`src/rtl/toy_fetch_pkg.sv`:
```
// Shared types for the fetch front-end: response slot layout, slot index
// width for the default credit depth, and the issue FSM encoding.
package toy_fetch_pkg;

  localparam int DEF_MAX_OUTSTANDING = 2;
  localparam int SLOT_IDX_W          = $clog2(DEF_MAX_OUTSTANDING);

  typedef struct packed {
    logic [31:0] data;
    logic        mis;
    logic        filled;
  } fetch_slot_t;

  typedef enum logic {
    IDLE = 1'b0,
    RUN  = 1'b1
  } fetch_state_e;

endpackage

```
`src/rtl/toy_fetch_slot_buf.sv`:
```
// Response slot ring: slots are allocated in issue order, filled in response
// order and freed in push order; flush drops every slot and rewinds pointers.
module toy_fetch_slot_buf
  import toy_fetch_pkg::*;
#(
  parameter int N     = DEF_MAX_OUTSTANDING,
  parameter int IDX_W = SLOT_IDX_W
) (
  input  logic           clk,
  input  logic           rst,
  input  logic           flush,
  input  logic           alloc,
  input  logic           alloc_mis,
  input  logic           fill,
  input  logic [31:0]    fill_data,
  input  logic           free,
  output logic           rd_filled,
  output logic [31:0]    rd_data,
  output logic           rd_mis,
  output logic [IDX_W:0] alloc_cnt,
  output logic [IDX_W:0] unfilled_cnt
);

  fetch_slot_t      slots [N];
  logic [IDX_W-1:0] wr_ptr;
  logic [IDX_W-1:0] fill_ptr;
  logic [IDX_W-1:0] rd_ptr;

  always_ff @(posedge clk) begin
    if (rst || flush) begin
      for (int i = 0; i < N; i++) slots[i].filled <= 1'b0;
      wr_ptr       <= '0;
      fill_ptr     <= '0;
      rd_ptr       <= '0;
      alloc_cnt    <= '0;
      unfilled_cnt <= '0;
    end else begin
      if (alloc) begin
        slots[wr_ptr].mis    <= alloc_mis;
        slots[wr_ptr].filled <= 1'b0;
        wr_ptr               <= wr_ptr + IDX_W'(1);
      end
      // fill and free never target the same slot: free needs it already filled
      if (fill) begin
        slots[fill_ptr].data   <= fill_data;
        slots[fill_ptr].filled <= 1'b1;
        fill_ptr               <= fill_ptr + IDX_W'(1);
      end
      if (free) begin
        slots[rd_ptr].filled <= 1'b0;
        rd_ptr               <= rd_ptr + IDX_W'(1);
      end
      alloc_cnt    <= alloc_cnt + (IDX_W+1)'(alloc) - (IDX_W+1)'(free);
      unfilled_cnt <= unfilled_cnt + (IDX_W+1)'(alloc) - (IDX_W+1)'(fill);
    end
  end

  assign rd_filled = slots[rd_ptr].filled;
  assign rd_data   = slots[rd_ptr].data;
  assign rd_mis    = slots[rd_ptr].mis;

endmodule

```
`src/rtl/toy_fetch_unit.sv`:
```
// Fetch front-end: issues word-aligned reads from the PC and pushes returned
// words into the fetch queue; redirects flush and squash in-flight responses.
module toy_fetch_unit
  import toy_fetch_pkg::*;
#(
  parameter int                    ADDR_WIDTH      = 32,
  parameter logic [ADDR_WIDTH-1:0] RESET_PC        = '0,
  parameter int                    MAX_OUTSTANDING = DEF_MAX_OUTSTANDING
) (
  input  logic                  clk,
  input  logic                  rst,
  input  logic                  fetch_en,
  input  logic                  redirect_vld,
  input  logic [ADDR_WIDTH-1:0] redirect_pc,
  output logic                  mem_req_vld,
  input  logic                  mem_req_rdy,
  output logic [ADDR_WIDTH-1:0] mem_req_addr,
  input  logic                  mem_rsp_vld,
  input  logic [31:0]           mem_rsp_data,
  output logic                  fq_clear,
  output logic                  fq_req_vld,
  input  logic                  fq_req_rdy,
  output logic [31:0]           fq_req_pld,
  output logic                  fq_mis_align
);

  // state | meaning
  // IDLE  | fetch_en low: no new requests, outstanding responses still drain
  // RUN   | fetch_en high: requests issue while credits remain
  localparam int IDX_W = $clog2(MAX_OUTSTANDING);
  localparam int CNT_W = IDX_W + 1;

  fetch_state_e          state, state_d;
  logic [ADDR_WIDTH-1:0] pc;
  logic                  first_flag;
  logic [CNT_W-1:0]      kill_cnt;
  logic [CNT_W-1:0]      alloc_cnt;
  logic [CNT_W-1:0]      unfilled_cnt;
  logic                  credit_ok;
  logic                  issue_hs;
  logic                  rsp_fill;
  logic                  rsp_kill;
  logic                  push;
  logic                  rd_filled;
  logic [31:0]           rd_data;
  logic                  rd_mis;
  logic                  unused_ok;

  assign credit_ok = ({1'b0, alloc_cnt} + {1'b0, kill_cnt}) < (CNT_W+1)'(MAX_OUTSTANDING);

  always_comb begin
    state_d     = state;
    mem_req_vld = 1'b0;
    case (state)
      IDLE:    if (fetch_en)  state_d = RUN;
      RUN:     if (!fetch_en) state_d = IDLE;
      default: state_d = IDLE;
    endcase
    mem_req_vld = ~rst & fetch_en & ~redirect_vld & credit_ok;
  end

  always_ff @(posedge clk) begin
    if (rst) state <= IDLE;
    else     state <= state_d;
  end

  assign mem_req_addr = {pc[ADDR_WIDTH-1:2], 2'b00};
  assign issue_hs     = mem_req_vld & mem_req_rdy;
  assign rsp_kill     = mem_rsp_vld & (kill_cnt != '0);
  assign rsp_fill     = mem_rsp_vld & (kill_cnt == '0) & (unfilled_cnt != '0) & ~redirect_vld;

  assign fq_clear     = ~rst & redirect_vld;
  assign fq_req_vld   = ~rst & ~redirect_vld & rd_filled;
  assign fq_req_pld   = fq_req_vld ? rd_data : 32'h0;
  assign fq_mis_align = fq_req_vld & rd_mis;
  assign push         = fq_req_vld & fq_req_rdy;

  assign unused_ok    = ^{redirect_pc[0], pc[1:0]};

  toy_fetch_slot_buf #(
    .N     (MAX_OUTSTANDING),
    .IDX_W (IDX_W)
  ) u_slot_buf (
    .clk          (clk),
    .rst          (rst),
    .flush        (redirect_vld),
    .alloc        (issue_hs),
    .alloc_mis    (first_flag),
    .fill         (rsp_fill),
    .fill_data    (mem_rsp_data),
    .free         (push),
    .rd_filled    (rd_filled),
    .rd_data      (rd_data),
    .rd_mis       (rd_mis),
    .alloc_cnt    (alloc_cnt),
    .unfilled_cnt (unfilled_cnt)
  );

  always_ff @(posedge clk) begin
    if (rst) begin
      pc         <= RESET_PC;
      first_flag <= RESET_PC[1];
      kill_cnt   <= '0;
    end else if (redirect_vld) begin
      pc         <= {redirect_pc[ADDR_WIDTH-1:1], 1'b0};
      first_flag <= redirect_pc[1];
      // a response landing now retires either a pending kill or one in-flight request
      kill_cnt   <= kill_cnt + unfilled_cnt - CNT_W'(mem_rsp_vld);
    end else begin
      if (issue_hs) begin
        pc         <= {pc[ADDR_WIDTH-1:2], 2'b00} + ADDR_WIDTH'(4);
        first_flag <= 1'b0;
      end
      if (rsp_kill) kill_cnt <= kill_cnt - CNT_W'(1);
    end
  end

  assert property (@(posedge clk) disable iff (rst)
    mem_rsp_vld |-> ((kill_cnt != '0) || (unfilled_cnt != '0)));

  assert property (@(posedge clk) disable iff (rst)
    ({1'b0, alloc_cnt} + {1'b0, kill_cnt}) <= (CNT_W+1)'(MAX_OUTSTANDING));

endmodule

```
`config.mk`:
```
export PLATFORM = sky130hd
export DESIGN_NAME = toy_fetch_unit
export DESIGN_NICKNAME = d
export VERILOG_FILES = /design/src/rtl/toy_fetch_pkg.sv /design/src/rtl/toy_fetch_slot_buf.sv /design/src/rtl/toy_fetch_unit.sv
export SDC_FILE = /design/constraint.sdc
export NUM_CORES = 1
export LEC_CHECK = 0
export CORE_AREA = 2 2 106 128
export DETAILED_ROUTE_END_ITERATION = 6
export DIE_AREA = 0 0 108 130
export MAX_ROUTING_LAYER = met4
export PLACE_DENSITY = 0.81
export RECOVER_POWER = 25
export SLEW_MARGIN = 5
export SYNTH_ARGS = -nofsm -noshare
export SYNTH_HDL_FRONTEND = slang
export SYNTH_SLANG_ARGS = --single-unit
```
`constraint.sdc`:
```
create_clock -name clk -period 4.55 [get_ports clk]
set_clock_uncertainty 0.2 [all_clocks]
set_input_delay 0.91 -clock clk [delete_from_list [all_inputs] [get_ports clk]]
set_output_delay 0.91 -clock clk [all_outputs]
set_load 0.005 [all_outputs]
```
# --- Yosys cells after proc, flatten, opt, wreduce, memory -nomap -nowiden ---
# Memories as Yosys holds them, arrays and structs flattened. A register that Yosys moved wholly into a read port is not among the register bits.
# Index checks and enable logic that the tools add are counted.
totals:
  register_bits: 42
  ramBits: 68
  inputBits: 71
  output_inout_bits: 68
  mem_count: 1
op_classes:
  addsub: 12
  magnitude_cmp: 1
  muxes: 26
  n_bitwise: 15
  n_reduce_logical: 9
memory_table:
  columns: ["name", "words", "word_bits", "rd", "rd_clocked_by_memory_dff", "wr", "line", "rtl"]
  rows:
  - ["u_slot_buf.slots", 2, 34, 1, 1, 3, "toy_fetch_slot_buf.sv:24", "fetch_slot_t slots [N];"]
ops:
  columns: ["op", "count"]
  rows:
  - ["32-bit two-way mux", 3]
  - ["34-bit two-way mux", 2]
  - ["34-bit OR reduction", 2]
  - ["32-bit by 3-bit adder with 32-bit output, second input constant", 1]
  - ["1-bit two-way mux", 17]
  - ["1-bit AND", 13]
  - ["2-bit nonzero test", 4]
  - ["3-bit two-way mux", 2]
  - ["2-bit by 1-bit subtractor with 2-bit output", 3]
  - ["2-bit by 1-bit adder with 2-bit output", 2]
  - ["2-bit two-way mux", 2]
  - ["1-bit adder, second input constant", 3]
  - ["2-bit by 2-bit adder with 3-bit output", 1]
  - ["3-bit by 2-bit less-than comparator with 1-bit output, second input constant", 1]
  - ["2-bit adder", 1]
  - ["2-bit zero test", 1]
  - ["1-bit inverter", 2]
  - ["2-bit OR reduction", 1]
  - ["2-bit by 1-bit subtractor with 2-bit output, second input constant", 1]
  - ["1-bit logical OR", 1]

# --- Depth between registers and ports, before layout ---
# Gate-level depths: netlist (run 1).
depth:
  word_depth: 10
  mapped_depth: 10
  ltp_nobuf: 10

# --- By module ---
# Synthesis (run 1) repeated with hierarchy kept, for this count alone.
hier_totals:
  hier_cells: 462
  hier_area_um2: 5306.3
by_module_without_submodules:
  columns: ["module", "instances", "cells_per_inst", "area_each_um2", "seq_area_each_um2"]
  rows:
  - ["toy_fetch_slot_buf", 1, 151, 2864.0, 2182.1]
  - ["toy_fetch_unit", 1, 311, 2442.3, 660.6]

# --- Worst setup path after synthesis (run 1) ---
# No wires, ideal clock.
synth_path:
  kind: "input port to flip-flop"
  startpoint: "input rst"
  endpoint: "memory u_slot_buf.slots[0][10] in the netlist's numbering (enable)"
  setup_ns: 0.461
  t_arrival_ns: 3.965
  required_ns: 3.889
  slack_ns: -0.076
  stages: 5
  path_cell_list: "clkbuf_1 or2_1 clkbuf_1 clkbuf_1 nor3_1"
synth_rtl:
  columns: ["element", "line", "rtl"]
  rows:
  - ["start: declaration", "toy_fetch_unit.sv:11", "input logic rst,"]
  - ["end: declaration", "toy_fetch_slot_buf.sv:24", null]

# --- Worst setup path after layout (run 1) ---
layout_path:
  startpoint: "input rst"
  endpoint: "output fq_req_pld[30]"
layout_via:
  elab_chain_len: 4
layout_lines:
  columns: ["element", "line", "rtl"]
  rows:
  - ["1-bit inverter", "toy_fetch_unit.sv:73", "assign fq_req_vld = ~rst & ~redirect_vld & rd_filled;"]
  - ["1-bit AND (2 in a row)", "toy_fetch_unit.sv:73", null]
  - ["32-bit two-way mux", "toy_fetch_unit.sv:74", "assign fq_req_pld = fq_req_vld ? rd_data : 32'h0;"]
  - ["end: declaration", "toy_fetch_unit.sv:23", "output logic [31:0] fq_req_pld,"]
# No other way between the ends.

==> metrics.md, run 1 <==
| Metric | Value |
|---|---|
| Status | `complete, no violations` |
| Slew Limit Fails | `0` |
| Setup Viol. Count Final | `0` |
| Worst-skew pair later-pin latency | `340 ps` |
| Fin Setup TNS | `0 ps` |
| Crit start category | `primary input` |
| Multi-input logic area | `2032 µm²` |
| Min cycle time layout | `3815 ps` |
| Required time of the worst setup path | `3440 ps` |
| Main synth FF type | `edfxtp_1` |
| HP Class | `flip-flop to flip-flop` |
| Fraction of layout cells with a size suffix above 1 | `5.863%` |
| M1 GR Usage | `22.78%` |
| CTS buffer count | `9` |
| Sw frac | `22.99%` |
| Beginning of the worst hold path | `u_slot_buf.rd_ptr$_SDFFE_PP0P_` |
| Vias in the first global route | `4145` |
| Peak VDD IR | `158.0 µV` |
| Via/cell ratio | `5.401` |
| CTS Buffer Depth | `2` |
| DP Area | `6580 µm²` |
| Switching power | `464.8 µW` |
| CTS resizes | `0` |
| Synth Area in Simple Gates | `18.90%` |
| Seq. cell area | `2844 µm²` |
| Endpoint type of the worst setup path | `primary output` |
| CORE AREA | `12950 µm²` |
| Post-synth EDFFs | `66` |
| GR peak layer | `met2` |
| Worst setup path startpoint | `rst` |
| Post-route cell area | `6854 µm²` |
| CTS clk-pin slew, worst paths | `70 ps` |
| FMAX | `262.2 MHz` |
| WP data arrival | `2700 ps` |
| Avg WL per Cell | `16.60 µm` |
| Synth unique cells | `53` |
| ANT nets after route | `0` |
| Die span in y | `130 µm` |
| Placed Cells | `749` |
| Worst slew margin | `52.89%` |
| CTS tree | `yes` |
| Final hold viol count | `0` |
| Grt met2 use | `32.00%` |
| Syn Inst Count | `460` |
| Final period utilization | `83.84%` |
| Area grow syn2layout | `36.44%` |
| Min Hold Slack | `271.3 ps` |
| Share of synthesized registers carrying an async set or reset | `0%` |
| Met3 usage | `2.847%` |
| Static Leak | `2.296 nW` |
| Total die area | `14040 µm²` |
| Final WL | `12.70 mm` |
| Maxcap violations | `0` |
| Adder-cell share of the synthesized area | `2.391%` |
| RSZ-0062 raised after global routing | `no` |
| DRC | `0` |
| Synth top area share | `39.45%` |
| Largest net degree at the start of global routing | `38` |
| Clock power frac | `35.8%` |
| Setup bufs post-CTS | `0` |
| Top post-synthesis cells by area | `edfxtp_1, dfxtp_1, mux2i_1` |
| Io pins | `139` |
| Initial antenna violation count | `0` |
| Die width | `108 µm` |
| Routed vias | `4132` |
| Synth Area in Compound Gates | `9.141%` |
| CP Class | `primary input to primary output` |
| Xor/xnor cell area share of the yosys netlist | `2.615%` |
| Post-synth top area cell | `edfxtp_1` |
| H-tree levels | `3` |
| Netlist Area Pre-Place | `5024 µm²` |
| Layout fillers | `1132` |
| Detailed placer's ending HPWL | `9.016 mm` |
| FF-to-FF Start | `kill_cnt[0]$_SDFFE_PP0P_` |
| Clk sinks | `109` |
| FF+latch count, synth | `109` |
| Power per cell area | `295.0 nW/µm²` |
| Std-Cell Rows | `46` |
| Finished Layout Cells | `765` |
| Initial DRC Count | `215` |
| Yosys Warn Count | `0` |
| Sequential area share after synthesis | `56.59%` |
| Combinational share of power | `9.8%` |
| # nets final | `672` |
| Largest family of logic cells by synthesized area | `simple AND/OR/NAND/NOR gates` |
| Worst Path Max Fanout | `37` |
| PortBufs | `135` |
| Post-synthesis mux area share | `7.024%` |
| Ant. Diodes | `0` |
| Pint | `1.557 mW` |
| GRT Overall Usage | `18.83%` |
| Global-route wire length before repair | `20.20 mm` |
| GRT Residual Overflow | `0` |
| Root Buffer | `clkbuf_16` |
| Routability cong. | `0.9053` |
| CTS Hold Buffers Added | `0` |
| Initial Util | `38.79%` |
| Worst-Margin Slew | `700.1 ps` |
| TritonRoute pass-1 iters | `4` |
| Average size of a mapped cell | `10.92 µm²` |
| Seq pwr share | `54.4%` |
==> critical path, stage by stage <==
cell	delay [ps]
clkdlybuf4s50_1	560
nor2_1	210
nand2_1	70
buf_4	250
nor2_1	160
clkdlybuf4s50_1	530
==> power groups by stage <==
| stage | logic, mW | registers (mW) | clock network (mW) |
|---|---|---|---|
| after floorplan | 0.0766 | 1.11 | 0 |
| after global placement | 0.196 | 1.12 | 0 |
| after detailed placement | 0.202 | 1.12 | 0 |
| after CTS | 0.204 | 1.10 | 0.738 |
| after global routing | 0.216 | 1.10 | 0.773 |
| final | 0.198 | 1.10 | 0.724 |
==> worst paths after layout <==
check,depth (start not counted),slack [ps],end
max,6,740,fq_req_pld[30]
max reg2reg,7,1350,pc[22]$_SDFFE_PP0P_
min,1,270,u_slot_buf.slots[1][0]$_SDFF_PP0_
min reg2reg,1,270,u_slot_buf.slots[1][0]$_SDFF_PP0_
==> synth_stat cells, drive strengths merged (8+ instances only) <==
cell    count
or3         9
o211ai     15
inv        14
ha          8
and3        9
nand2      34
o21ai      12
nor2       60
mux2i      33
nand4      16
xnor2       8
a21oi       9
clkbuf     20
nand3      18
or4        10
dfxtp      43
edfxtp     66
==> routing by layer <==
layer	routed length (µm)	up-vias
met1	5389	1943
li1	-	1979
met3	836	17
met4	177	0
met2	6295	193
met5	0	-
==> layout make-up <==
type / count / share of cell area [%]
sequential: 109 / 41.49
multi-input combinational: 311 / 29.65
timing repair buffer: 147 / 21.03
clock buffer: 10 / 3.341
tap: 168 / 3.067
inverter: 14 / 0.7667
clock inverter: 6 / 0.6572
==> sequential cells by signal, indices dropped and copies added, names as in the netlist, named ones only <==
signal and cells:
first_flag 1, kill_cnt 2, pc 30, u_slot_buf.alloc_cnt 2, u_slot_buf.fill_ptr 1, u_slot_buf.rd_ptr 1
u_slot_buf.slots 68, u_slot_buf.unfilled_cnt 2, u_slot_buf.wr_ptr 1
==> placed cells by master (no fill, tap or decap), types with 3 or more instances in the layout <==
cell type / count
clkdlybuf4s50_1: 105
edfxtp_1: 66
nor2_1: 60
dfxtp_1: 42
nand2_1: 34
mux2i_1: 33
dlygate4sd3_1: 30
nand3_1: 18
nand4_1: 16
o211ai_1: 15
inv_1: 13
o21ai_0: 12
buf_4: 12
or4_1: 10
and3_1: 9
a21oi_1: 9
or3_1: 9
clkbuf_16: 9
xnor2_1: 8
ha_1: 8
xor2_1: 7
nor3_1: 6
a311oi_1: 6
a211oi_1: 5
a31oi_1: 4
and4_1: 3
and2_1: 3
or4b_1: 3
nor4_1: 3
==> through the flow <==
| stage | util [%] | power, mW | worst slack [ps] |
|---|---|---|---|
| finish | 52.93 | 2.022 | 735.4 |
| global route | 52.93 | 2.092 | 550.0 |
| CTS | 52.93 | 2.041 | 711.7 |
| detailed placement | 50.81 | 1.322 | 710.9 |
| global placement | 50.81 | 1.316 | 688.7 |
| floorplan | - | 1.190 | 917.9 |
==> logic make-up after synthesis <==
| family | count (synthesis) |
|---|---|
| AO/OA/AOI/OAI | 65 |
| multiplexers | 35 |
| other | 1 |
| buffers and inverters | 41 |
| flip-flops | 109 |
| AND/OR/NAND/NOR | 185 |
| XOR/XNOR | 15 |
| adder cells (fa/ha/maj) | 9 |
No activity file was read; power rests on OpenSTA's default activity.
==> run 2: changes to the inputs <==
- clock period: 4.55 -> 3.2 ns (I/O delays scaled with it)
==> run 2 against run 1 <==
  * Sequential power rose by 42%
  * Cell count up 0.92%
  * Via count rose by 1.2%
  * Sequential cell count did not move
  * Utilization is 1.0 points higher
  * Cell area rose by 1.9%
  * Critical path type unchanged
  * Critical endpoint is now fq_req_pld[22]
==> metrics.md, run 2 (synthesis results as in run 1) <==
| Metric | Value |
|---|---|
| ANT nets after route | `0 (unchanged)` |
| TritonRoute pass-1 iters | `7 (+3)` |
| Setup bufs post-CTS | `0 (unchanged)` |
| Worst slew margin | `59.89% (+7.0 points)` |
| Area grow syn2layout | `39.03%` |
| Final WL | `12.95 mm (+2.0%)` |
| WP data arrival | `2280 ps (-420 ps)` |
| HP Class | `flip-flop to flip-flop` |
| Seq pwr share | `53.4% (-1.0 points)` |
| RSZ-0062 raised after global routing | `no` |
| GRT Overall Usage | `18.81% (-0.022 points)` |
| Die width | `108 µm (unchanged)` |
| Combinational share of power | `9.9% (about the same)` |
| Static Leak | `2.353 nW (+2.5%)` |
| Endpoint type of the worst setup path | `primary output` |
| Total die area | `14040 µm² (unchanged)` |
| Vias in the first global route | `3899 (-5.9%)` |
| Setup Viol. Count Final | `0 (unchanged)` |
| Pint | `2.232 mW (+43%)` |
| Via/cell ratio | `5.417 (+0.29%)` |
| CP bufs+invs | `3 (unchanged)` |
| Biggest regs | `u_slot_buf.slots: 68 flops, pc: 30 flops` |
| Peak VDD IR | `219.7 µV (+39%)` |
| Switching power | `694.7 µW (+49%)` |
| Multi-input logic area | `2059 µm² (+1.4%)` |
| Die span in y | `130 µm (unchanged)` |
| Cells along the critical path | `clkdlybuf4s50_1 > nor2_2 > nand2_2 > buf_12 > nor2_1 > clkdlybuf4s50_1` |
| Sw frac | `23.74% (+0.75 points)` |
| Slew Limit Fails | `0 (unchanged)` |
| DRC | `0 (unchanged)` |
| Commonest non-fill, non-tap cells in the layout | `clkdlybuf4s50_1, edfxtp_1, nor2_1` |
| Worst setup margin | `78.86 ps (-656.6 ps)` |
| Grt met2 use | `31.37% (-0.63 points)` |
| Clk sinks | `109 (unchanged)` |
| Reg with most FFs | `u_slot_buf.slots` |
| CP Class | `primary input to primary output` |
| CTS clk-pin slew, worst paths | `70 ps (about the same)` |
| Commonest non-fill, non-tap cell in the layout | `clkdlybuf4s50_1` |
| Initial DRC Count | `250 (+16%)` |
| Required time of the worst setup path | `2360 ps (-1080 ps)` |
| Worst Path Max Fanout | `34 (-8.1%)` |
| Initial antenna violation count | `0 (unchanged)` |
| Root Buffer | `clkbuf_16` |
| Util after Layout | `53.93% (+1.0 points)` |
| Global-route wire length before repair | `19.87 mm (-1.6%)` |
| Fraction of layout cells with a size suffix above 1 | `8.113% (+2.2 points)` |
| CP peak stage delay | `520 ps (-40 ps)` |
| CTS buffer count | `9 (unchanged)` |
| GRT Residual Overflow | `0 (unchanged)` |
| Routability cong. | `0.8911 (-1.6%)` |
| Layout fillers | `1092 (-3.5%)` |
| Ant. Diodes | `0 (unchanged)` |
| H-tree levels | `3 (unchanged)` |
| Min cycle time layout | `3121 ps` |
| Avg WL per Cell | `16.77 µm (+1.0%)` |
| Final period utilization | `97.54%` |
| Seq. cell area | `2844 µm² (unchanged)` |
| GR peak layer | `met2` |
| FMAX | `320.4 MHz` |
| Worst-skew pair later-pin latency | `350 ps (about the same)` |
| Crit-path leading delay family | `buffers and inverters` |
| Power per cell area | `419.0 nW/µm² (+42%)` |
| Initial Util | `38.79% (unchanged)` |
| Status | `complete, no violations` |
| Clock power frac | `36.7% (+0.9 points)` |
| CTS tree | `yes` |
| Maxcap violations | `0 (unchanged)` |
| Dpl ws | `-60.91 ps (-771.8 ps)` |
| Number of flip-flops in the largest register | `68 (unchanged)` |
| Crit-path slowest cell | `clkdlybuf4s50_1` |
| Crit path top cell by count | `clkdlybuf4s50_1` |
| M1 GR Usage | `22.08% (-0.70 points)` |
| Worst-Margin Slew | `599.0 ps (-101.2 ps)` |
| Final hold viol count | `0 (unchanged)` |
| # nets final | `679 (+1.0%)` |
| Crit start category | `primary input` |
| Largest net degree at the start of global routing | `36 (-5.3%)` |
| CORE AREA | `12950 µm² (unchanged)` |
| Detailed placer's ending HPWL | `9.208 mm (+2.1%)` |
| Met3 usage | `4.446% (+1.6 points)` |
| Std-Cell Rows | `46 (unchanged)` |
| Io pins | `139 (unchanged)` |
| Routed vias | `4182 (+1.2%)` |
| PortBufs | `135 (unchanged)` |
| CTS Buffer Depth | `2 (unchanged)` |
run 2: cell types whose count changed in the layout (fill, tap and decap cells not counted), moves of 2 or more:
| cell | change |
|---|---|
| buf_12 | +3 |
| buf_4 | +4 |
| clkinv_4 | -2 |
| inv_8 | +2 |
| nor2_1 | -3 |
| nor2_2 | +3 |
run 2: worst paths after layout:
| kind | startpoint | end | slack, ps | cells past startpoint |
|---|---|---|---|---|
| worst max-delay path | redirect_vld | fq_req_pld[22] | 80 | 6 |
| worst min-delay path | first_flag$_SDFFE_PP0P_ | u_slot_buf.slots[1][1]$_DFFE_PP_ | 280 | 0 |
| worst max register to register | kill_cnt[0]$_SDFFE_PP0P_ | u_slot_buf.alloc_cnt[1]$_SDFF_PP0_ | 320 | 9 |
| worst min register to register | first_flag$_SDFFE_PP0P_ | u_slot_buf.slots[1][1]$_DFFE_PP_ | 280 | 0 |
run 2: final cells by class:
type | instances | share of cell area [%]
well taps | 168 | 3.010
multi-input cells | 311 | 29.49
clock inverters | 7 | 0.8778
repair buffers | 154 | 21.93
clock buffers | 9 | 3.225
inverters | 14 | 0.7524
flip-flops and latches | 109 | 40.72
run 2: stage by stage:
step | setup TNS, ps | cells | power [mW] | instance area (µm²) | hold WS [ps]
after global placement | 0 | 756 | 1.877 | 6670 | 237.6
after global routing | 0 | 772 | 3.037 | 6984 | 301.9
after floorplan | 0 | 461 | 1.693 | 5039 | 217.4
final | 0 | 772 | 2.927 | 6984 | 279.7
after CTS | 0 | 772 | 2.959 | 6965 | 271.0
after detailed placement | -200.4 | 756 | 1.884 | 6670 | 255.3
run 2: metal layers:
metal | wire length [µm] | vias to the layer above
met5 | 0 | -
met4 | 265 | 0
met3 | 1127 | 22
met2 | 6276 | 204
met1 | 5278 | 1960
li1 | - | 1996
run 2: timing repair:
| item | in CTS | in global routing |
|---|---|---|
| endpoints found under the hold margin | 0 | 0 |
| endpoints found under the setup margin | 11 | 17 |
| pin swaps | 0 | 2 |
| resized for setup | 2 | 5 |
| hold buffers | 0 | 0 |
run 2: power by group through the flow:
stage	combinational (mW)	sequential, mW	clock [mW]
final	0.289	1.56	1.07
after global routing	0.314	1.57	1.16
after CTS	0.295	1.56	1.10
after detailed placement	0.291	1.59	0
after global placement	0.284	1.59	0
after floorplan	0.109	1.58	0
